`src/rtl/dma_pcie_cfg_event_pkg.sv`:
```
// rtl/dma_pcie_cfg_event_pkg.sv - shared types and widths for the PCIe cfg event monitor
package dma_pcie_cfg_event_pkg;

  localparam int LTSSM_W = 6;
  localparam int LINK_W  = 2;
  localparam int EVT_W   = 3 + LTSSM_W + LINK_W;

  typedef struct packed {
    logic               hot_reset_rise;
    logic               link_chg;
    logic               ltssm_chg;
    logic [LTSSM_W-1:0] ltssm;
    logic [LINK_W-1:0]  link_status;
  } cfg_evt_t;

  typedef enum logic [1:0] {
    FLR_IDLE,
    FLR_REQ,
    FLR_WAIT,
    FLR_DONE
  } flr_state_t;

endpackage

```
`src/rtl/dma_pcie_cfg_evt_fifo.sv`:
```
// rtl/dma_pcie_cfg_evt_fifo.sv - first-word-fall-through sync FIFO with count-based full/empty
module dma_pcie_cfg_evt_fifo #(
  parameter int DEPTH = 8,
  parameter int W     = 11
) (
  input  logic         clk,
  input  logic         rst,
  input  logic         push,
  input  logic [W-1:0] push_data,
  input  logic         pop,
  output logic [W-1:0] head,
  output logic         vld,
  output logic         full
);

  localparam int AW = $clog2(DEPTH);

  logic [W-1:0]  mem [DEPTH];
  logic [AW-1:0] wr_ptr, rd_ptr;
  logic [AW:0]   count;
  logic          do_push, do_pop;

  assign vld     = (count != '0);
  assign full    = (count == (AW+1)'(DEPTH));
  assign do_pop  = pop && vld;
  // A push into a full FIFO is still taken when a pop frees the slot in the same cycle.
  assign do_push = push && (!full || do_pop);
  assign head    = vld ? mem[rd_ptr] : '0;

  always_ff @(posedge clk or posedge rst) begin
    if (rst) begin
      wr_ptr <= '0;
      rd_ptr <= '0;
      count  <= '0;
    end else begin
      if (do_push) wr_ptr <= wr_ptr + 1'b1;
      if (do_pop)  rd_ptr <= rd_ptr + 1'b1;
      case ({do_push, do_pop})
        2'b10:   count <= count + 1'b1;
        2'b01:   count <= count - 1'b1;
        default: count <= count;
      endcase
    end
  end

  always_ff @(posedge clk) begin
    if (do_push) mem[wr_ptr] <= push_data;
  end

endmodule

```
`src/rtl/dma_pcie_cfg_event_mon.sv`:
```
// rtl/dma_pcie_cfg_event_mon.sv - cfg status monitor: event queue, error counters, FLR sequencer
module dma_pcie_cfg_event_mon
  import dma_pcie_cfg_event_pkg::*;
#(
  parameter int NUM_FUNC  = 4,
  parameter int EVT_DEPTH = 8,
  parameter int ERR_CNT_W = 16,
  localparam int FW = (NUM_FUNC > 1) ? $clog2(NUM_FUNC) : 1
) (
  input  logic                 user_clk,
  input  logic                 user_reset,
  input  logic [LINK_W-1:0]    cfg_phy_link_status,
  input  logic [LTSSM_W-1:0]   cfg_ltssm_state,
  input  logic                 cfg_hot_reset_out,
  input  logic                 cfg_err_cor_out,
  input  logic                 cfg_err_nonfatal_out,
  input  logic                 cfg_err_fatal_out,
  input  logic [NUM_FUNC-1:0]  cfg_flr_in_process,
  output logic [NUM_FUNC-1:0]  cfg_flr_done,
  output logic                 flr_req_vld,
  input  logic                 flr_req_rdy,
  output logic [FW-1:0]        flr_req_func,
  input  logic                 flr_done_vld,
  output logic                 evt_vld,
  input  logic                 evt_rdy,
  output logic [EVT_W-1:0]     evt_data,
  output logic                 evt_ovf,
  input  logic                 evt_ovf_clr,
  output logic [ERR_CNT_W-1:0] err_cor_cnt,
  output logic [ERR_CNT_W-1:0] err_nf_cnt,
  output logic [ERR_CNT_W-1:0] err_fatal_cnt,
  input  logic                 err_cnt_clr
);

  logic [LINK_W-1:0]   s1_link, s2_link;
  logic [LTSSM_W-1:0]  s1_ltssm, s2_ltssm;
  logic                s1_hot, s2_hot, s1_cor, s1_nf, s1_fatal;
  logic [NUM_FUNC-1:0] s1_flr, s2_flr;
  logic                s1_vld, s2_vld;

  // s2_vld stays low for the priming cycle so the first snapshot never looks like a change.
  always_ff @(posedge user_clk or posedge user_reset) begin
    if (user_reset) begin
      s1_link <= '0; s1_ltssm <= '0; s1_hot <= 1'b0; s1_flr <= '0;
      s1_cor <= 1'b0; s1_nf <= 1'b0; s1_fatal <= 1'b0; s1_vld <= 1'b0;
      s2_link <= '0; s2_ltssm <= '0; s2_hot <= 1'b0; s2_flr <= '0; s2_vld <= 1'b0;
    end else begin
      s1_link  <= cfg_phy_link_status;
      s1_ltssm <= cfg_ltssm_state;
      s1_hot   <= cfg_hot_reset_out;
      s1_flr   <= cfg_flr_in_process;
      s1_cor   <= cfg_err_cor_out;
      s1_nf    <= cfg_err_nonfatal_out;
      s1_fatal <= cfg_err_fatal_out;
      s1_vld   <= 1'b1;
      if (s1_vld) begin
        s2_link  <= s1_link;
        s2_ltssm <= s1_ltssm;
        s2_hot   <= s1_hot;
        s2_flr   <= s1_flr;
        s2_vld   <= 1'b1;
      end
    end
  end

  cfg_evt_t evt_new;
  logic     evt_push, evt_pop, fifo_full;

  always_comb begin
    evt_new.hot_reset_rise = s1_hot & ~s2_hot;
    evt_new.link_chg       = (s1_link != s2_link);
    evt_new.ltssm_chg      = (s1_ltssm != s2_ltssm);
    evt_new.ltssm          = s1_ltssm;
    evt_new.link_status    = s1_link;
  end

  assign evt_push = s2_vld & (evt_new.hot_reset_rise | evt_new.link_chg | evt_new.ltssm_chg);
  assign evt_pop  = evt_vld & evt_rdy;

  dma_pcie_cfg_evt_fifo #(.DEPTH(EVT_DEPTH), .W(EVT_W)) u_evt_fifo (
    .clk       (user_clk),
    .rst       (user_reset),
    .push      (evt_push),
    .push_data (evt_new),
    .pop       (evt_pop),
    .head      (evt_data),
    .vld       (evt_vld),
    .full      (fifo_full)
  );

  always_ff @(posedge user_clk or posedge user_reset) begin
    if (user_reset) begin
      evt_ovf       <= 1'b0;
      err_cor_cnt   <= '0;
      err_nf_cnt    <= '0;
      err_fatal_cnt <= '0;
    end else begin
      if (evt_push && fifo_full && !evt_pop) evt_ovf <= 1'b1;
      else if (evt_ovf_clr)                  evt_ovf <= 1'b0;
      if (err_cnt_clr) begin
        err_cor_cnt   <= '0;
        err_nf_cnt    <= '0;
        err_fatal_cnt <= '0;
      end else begin
        if (s1_cor   && err_cor_cnt   != '1) err_cor_cnt   <= err_cor_cnt + 1'b1;
        if (s1_nf    && err_nf_cnt    != '1) err_nf_cnt    <= err_nf_cnt + 1'b1;
        if (s1_fatal && err_fatal_cnt != '1) err_fatal_cnt <= err_fatal_cnt + 1'b1;
      end
    end
  end

  logic [NUM_FUNC-1:0] flr_rise, flr_fall, pending, hs_clr, func_onehot;
  flr_state_t          state;
  logic [FW-1:0]       rr_ptr, sel;
  logic                sel_found;
  logic [FW:0]         idx;

  assign flr_rise    = s2_vld ? (s1_flr & ~s2_flr) : '0;
  assign flr_fall    = s2_vld ? (~s1_flr & s2_flr) : '0;
  assign func_onehot = NUM_FUNC'(1) << flr_req_func;
  assign hs_clr      = (state == FLR_REQ && flr_req_rdy) ? func_onehot : '0;

  // Round-robin scan starting one past the last served function.
  always_comb begin
    sel       = '0;
    sel_found = 1'b0;
    idx       = '0;
    for (int i = 1; i <= NUM_FUNC; i++) begin
      idx = {1'b0, rr_ptr} + (FW+1)'(i);
      if (idx >= (FW+1)'(NUM_FUNC)) idx = idx - (FW+1)'(NUM_FUNC);
      if (!sel_found && pending[idx[FW-1:0]]) begin
        sel_found = 1'b1;
        sel       = idx[FW-1:0];
      end
    end
  end

  always_ff @(posedge user_clk or posedge user_reset) begin
    if (user_reset) pending <= '0;
    else            pending <= (pending & ~hs_clr & ~flr_fall) | flr_rise;
  end

  always_ff @(posedge user_clk or posedge user_reset) begin
    if (user_reset) begin
      state        <= FLR_IDLE;
      rr_ptr       <= '0;
      flr_req_vld  <= 1'b0;
      flr_req_func <= '0;
      cfg_flr_done <= '0;
    end else begin
      cfg_flr_done <= '0;
      case (state)
        FLR_IDLE: if (sel_found) begin
          flr_req_func <= sel;
          flr_req_vld  <= 1'b1;
          state        <= FLR_REQ;
        end
        FLR_REQ: if (flr_req_rdy) begin
          flr_req_vld <= 1'b0;
          rr_ptr      <= flr_req_func;
          state       <= FLR_WAIT;
        end
        FLR_WAIT: if (flr_done_vld) begin
          cfg_flr_done <= func_onehot;
          state        <= FLR_DONE;
        end
        FLR_DONE: state <= FLR_IDLE;
        default:  state <= FLR_IDLE;
      endcase
    end
  end

endmodule

```
`config.mk`:
```
export PLATFORM = sky130hd
export DESIGN_NAME = dma_pcie_cfg_event_mon
export DESIGN_NICKNAME = d
export VERILOG_FILES = /design/src/rtl/dma_pcie_cfg_event_pkg.sv /design/src/rtl/dma_pcie_cfg_evt_fifo.sv /design/src/rtl/dma_pcie_cfg_event_mon.sv
export SDC_FILE = /design/constraint.sdc
export NUM_CORES = 1
export LEC_CHECK = 0
export ABC_AREA = 1
export CAP_MARGIN = 15
export CORE_MARGIN = 3
export CORE_UTILIZATION = 54
export CTS_CLUSTER_DIAMETER = 80
export DETAILED_ROUTE_END_ITERATION = 8
export PLACE_DENSITY = 0.76
export SYNTH_ARGS = -nofsm -noshare
export SYNTH_HDL_FRONTEND = slang
export SYNTH_HIERARCHICAL = 1
export SYNTH_SLANG_ARGS = --single-unit
```
`constraint.sdc`:
```
create_clock -name user_clk -period 4 [get_ports user_clk]
set_input_delay 0.8 -clock user_clk [delete_from_list [all_inputs] [get_ports user_clk]]
set_output_delay 0.8 -clock user_clk [all_outputs]
set_load 0.005 [all_outputs]
```
-- Word level (Yosys, flattened, before mapping)
Memories as Yosys holds them, arrays and structs flattened.
Cells that the tools add are included.
- add/sub/neg operators: 15
- order comparisons: 8
- eq/ne operators: 14
- shifts and indexed selects: 1
- muxes and demuxes: 44
- bitwise operators: 15
- reductions and logical operators: 29
- operator list (kind ; count):
    two-way mux 16 bit ; 6
    adder 16 x 1 -> 16 bit (second input constant) ; 3
    != test 16 bit (second input constant) ; 3
    two-way mux 2 bit ; 11
    two-way mux 4 bit ; 5
    bitwise AND 4 bit ; 4
    NOT 4 bit ; 4
    two-way mux 1 bit ; 14
    greater-or-equal comparator 3 bit (second input constant) ; 4
    < comparator 2 x 3 -> 1 bit (second input constant) ; 4
    nonzero test 2 bit ; 6
    logical AND 1 bit ; 11
    two-way mux 11 bit ; 1
    binary-select mux 1 bit (select 2 bit) ; 4
    one-hot mux 2 bit (4 select lines) ; 1
    one-hot mux 4 bit (2 select lines) ; 1
    subtractor 2 x 1 -> 2 bit (second input constant) ; 4
    adder 2 x 2 -> 3 bit (second input constant) ; 2
    adder 3 x 1 -> 3 bit (second input constant) ; 2
    equality test 2 bit (second input constant) ; 3
    != test 2 bit (second input constant) ; 3
    != test 6 bit ; 1
    AND reduction 3 bit ; 2
    logical NOT 1 bit ; 5
    other kinds (17) ; 22
- flip-flop bits (word level): 105
- memory bits (writable): 88
- input port bits: 23
- output and inout port bits: 68
- word-level logic and storage cells: 153
- memories kept: 1
- memories (memory ; words ; bits a word ; rd ports ; clocked after Yosys merged registers in ; write ports ; RTL line ; text):
    u_evt_fifo.mem ; 8 ; 11 ; 1 ; 0 ; 1 ; dma_pcie_cfg_evt_fifo.sv:18 ; logic [W-1:0] mem [DEPTH];

-- Logic depth before layout (Yosys ltp)
- depth in word-level cells: 17
- depth in mapped cells: 16

-- Modules after synthesis
The synthesis kept the hierarchy.
- modules (own cells, without submodules) (module ; instances ; cells each ; area an instance (µm²)):
    dma_pcie_cfg_event_mon ; 1 ; 605 ; 4951.0
    dma_pcie_cfg_evt_fifo ; 1 ; 347 ; 4197.8

-- Least setup slack after synthesis
Ideal clock, no wire load.
- path kind: register to register
- start point: register s1_link[1]
- end point: memory u_evt_fifo.mem[0][0] (enable)
- setup time: 393 ps
- arrival: 2311 ps
- required time: 3607 ps
- slack: 1296 ps
- cell stages (with the launch flop): 7
- path through: dfrtp_1 -> xnor2_1 -> nand2_1 -> nor2_1 -> a21oi_1 -> nand3b_4 -> nor3_1
- RTL lines (what ; RTL line ; text):
    start: declaration ; dma_pcie_cfg_event_mon.sv:35 ; logic [LINK_W-1:0] s1_link, s2_link;
    start signal: assignment ; dma_pcie_cfg_event_mon.sv:48 ; s1_link <= cfg_phy_link_status;
    end: declaration ; dma_pcie_cfg_evt_fifo.sv:18 ;

-- Worst setup path after layout
- start point: register u_evt_fifo.rd_ptr[0]
- end point: output port evt_data[10]
- longest elaborated chain between the ends: 2
- RTL lines (what ; RTL line ; text):
    start: declaration ; dma_pcie_cfg_evt_fifo.sv:19 ; logic [AW-1:0] wr_ptr, rd_ptr;
    start signal: assignment ; dma_pcie_cfg_evt_fifo.sv:37 ; if (do_pop) rd_ptr <= rd_ptr + 1'b1;
    memory read (8 x 11 bit) ; -- ;
    two-way mux 11 bit ; dma_pcie_cfg_evt_fifo.sv:28 ; assign head = vld ? mem[rd_ptr] : '0;
    end: declaration ; dma_pcie_cfg_event_mon.sv:26 ; output logic [EVT_W-1:0] evt_data,
Every way passes these cells.

==> flow_metrics.env <==
export IMPL_cts_buffers=17
export IMPL_setup_viol=0
export IMPL_cts_resized=0
export IMPL_crit_slowest_cell="clkdlybuf4s50_1"
export IMPL_start_util_pct=56.4
export IMPL_post_route_cell_area_mm2=0.0109
export IMPL_max_clock_path_buffers=2
export IMPL_hpwl_um=13200
export IMPL_routed_wirelength_um=19800
export IMPL_antenna_found_initial=0
export IMPL_seq_area_frac_synth_pct=57.6
export IMPL_row_count=46
export IMPL_layout_commonest_cell="nand2_1"
export IMPL_clock_fmax_mhz=299
export IMPL_drive_gt1_share_pct=9.27
export IMPL_ys_warn_count=6
export IMPL_syn_avg_cell_area_um2=9.61
export IMPL_fin_nets=1078
export IMPL_cts_root_buffer="clkbuf_16"
export IMPL_worst_path_most_repeated_cell="o21ai_0"
export IMPL_cts_max_level=4
export IMPL_maxCapViolCount=0
export IMPL_dpl_instance_area_mm2=0.0102
export IMPL_cts_tree="yes"
export IMPL_synthCells=952
export IMPL_vias_per_cell=5.39
export IMPL_vias=6857
export IMPL_hold_path_class="register to register"
export IMPL_place_gp_congestion=0.905
export IMPL_arrival_ns=2.54
export IMPL_critPathKind="register to output pin"
export IMPL_status="completed"
export IMPL_worst_pin_slew_ns=0.994
export IMPL_power_density_mw_per_mm2=622
export IMPL_crit_required_ns=3.20
export IMPL_regArea_mm2=0.00527
export IMPL_synth_seq_cells=193
export IMPL_synthToLayoutAreaGrowth_pct=19.5
export IMPL_die_h_um=136
export IMPL_wire_per_inst_um=15.5
export IMPL_p_leak_nw=4.40
export IMPL_worst_path_max_fanout=45
export IMPL_startpoint_type="register"
export IMPL_grt_setup_unrepaired="no"
export IMPL_ant_nets=0
export IMPL_multiInputGateArea_mm2=0.00335
export IMPL_dr_pass1_iters=5
export IMPL_post_route_min_period_ns=3.34
export IMPL_drt_initial_drc_count=601
export IMPL_cts_sinks=193
export IMPL_relSlewSlack_pct=33.5
export IMPL_crit_path_cell_trace="buf_4, inv_4, o21ai_0, o21ai_0, o21ai_0, nor2_1, clkdlybuf4s50_1"
export IMPL_ir_drop_uv=426
export IMPL_syn_nets=986
export IMPL_tns_ns=0
export IMPL_drc_errors=0
export IMPL_cts_setup_buffers=0
export IMPL_cp_end_kind="output pin"
export IMPL_pin_count=91
export IMPL_dieArea_mm2=0.0185
export IMPL_grt_usage_pct=22.4
export IMPL_period_share_pct=83.6
export IMPL_grt_ovfl_total=0
export IMPL_core_area_mm2=0.0162
export IMPL_clock_skew_ns=0.0142
export IMPL_grt_pass1_vias=6528
export IMPL_nFillCells=1289
export IMPL_clkTransAtPathRegs_ns=0.07
export IMPL_grt_max_degree=78
export IMPL_slowest_delay_ns=0.50
export IMPL_final_cell_mix="nand2_1 (171), nor2_1 (145), o21ai_0 (105), dfrtp_1 (105), clkdlybuf4s50_1 (90)"
export IMPL_grt_first_pass_wirelength_um=32700
export IMPL_port_buffers=90
export IMPL_synth_cell_types=46
export IMPL_drv_slew=0
export IMPL_antennaDiodeCount=0
export IMPL_cts_hold_buf=0
export IMPL_syn_area_mm2=0.00915
export IMPL_hold_violations=0
export IMPL_clk_latency_ns=0.43
export IMPL_die_width_um=136
cell families after synthesis:
| logic type | synth area share, % |
|---|---|
| AND/OR/NAND/NOR | 22.9 |
| adder cells (fa/ha/maj) | 1.59 |
| AO/OA/AOI/OAI | 8.49 |
| flip-flops | 57.6 |
| XOR/XNOR | 3.25 |
| buffers and inverters | 5.73 |
| multiplexers | 0.369 |
| other | 0.0410 |
metrics by stage:
step                      hold slack (ns)  setup slack, ns  util, %  power [mW]  instances
after detailed placement            0.466            0.949     63.0        4.81       1241
after floorplan                     0.464            0.723        -        4.12        952
after global placement              0.470             1.03     63.0        4.75       1241
final                               0.478            0.658     67.3        6.80       1273
after CTS                           0.483            0.661     67.3        6.84       1273
after global routing                0.512            0.480     67.3        7.22       1273
registers in the layout (all words and copies together), names as in the netlist, 6 cells and up:
register and flops:
err_fatal_cnt 16, u_evt_fifo/mem 88, err_nf_cnt 16, err_cor_cnt 16
s2_ltssm 6, s1_ltssm 6
per-layer routing:
metal | up-vias | GRT usage, % | routed length (µm)
met5 | - | 0 | 0
met4 | 0 | 6.05 | 233
met3 | 16 | 3.74 | 997
met2 | 220 | 36.1 | 9600
met1 | 3273 | 31.8 | 8970
li1 | 3348 | - | -
Yosys cell counts (all sizes together):
cell type | instances | area, µm²
a21o | 1 | 7.51
a21oi | 11 | 62.6
buf | 19 | 145
clkbuf | 10 | 40.0
conb | 1 | 3.75
dfrtp | 105 | 2630
edfxtp | 88 | 2640
fa | 1 | 20.0
ha | 10 | 125
inv | 87 | 339
mux2 | 3 | 33.8
nand2 | 184 | 758
nand3 | 40 | 238
nand3b | 8 | 76.3
nand4 | 21 | 146
nor2 | 150 | 599
nor3 | 38 | 215
nor3b | 4 | 45.1
o211ai | 1 | 7.51
o21a | 1 | 7.51
o21ai | 121 | 609
o31ai | 11 | 82.6
or2 | 3 | 18.8
xnor2 | 17 | 149
xor2 | 17 | 149
critical path: cells and delay by family (launching register included):
| kind | cells | cell delay, ns |
|---|---|---|
| DFF | 1 | 0.38 |
| AOI/OAI and AO/OA | 3 | 0.50 |
| buffers and inverters | 3 | 1.10 |
| and+or+nand+nor | 1 | 0.10 |
path summary, 6_finish.rpt:
path / start / endpoint / slack [ns] / cells after the start
min in group asynchronous: user_reset / u_evt_fifo/count[0]$_DFFE_PP0P_ / 0.74 / 2
min reg2reg: flr_req_vld$_DFFE_PP0P_ / flr_req_vld$_DFFE_PP0P_ / 0.48 / 2
min: flr_req_vld$_DFFE_PP0P_ / flr_req_vld$_DFFE_PP0P_ / 0.48 / 2
max reg2reg: s1_link[1]$_DFF_PP0_ / u_evt_fifo/count[3]$_DFFE_PP0P_ / 0.90 / 15
max: u_evt_fifo/rd_ptr[0]$_DFFE_PP0N_ / evt_data[10] / 0.66 / 7
max in group asynchronous: user_reset / err_cor_cnt[14]$_DFFE_PP0P_ / 2.27 / 3
final cells by class:
class | instances | share of cell area [%]
Clock inverter | 15 | 2.53
Sequential cell | 193 | 48.2
Clock buffer | 17 | 3.89
Tap cell | 216 | 2.47
Timing Repair Buffer | 102 | 9.07
Multi-Input combinational cell | 643 | 30.7
Inverter | 87 | 3.13
power breakdown:
group,internal [mW],switching (mW)
Combinational,0.828,1.29
Clock,1.25,0.746
Sequential,2.48,0.215
Power figures use the tool's default switching activity.
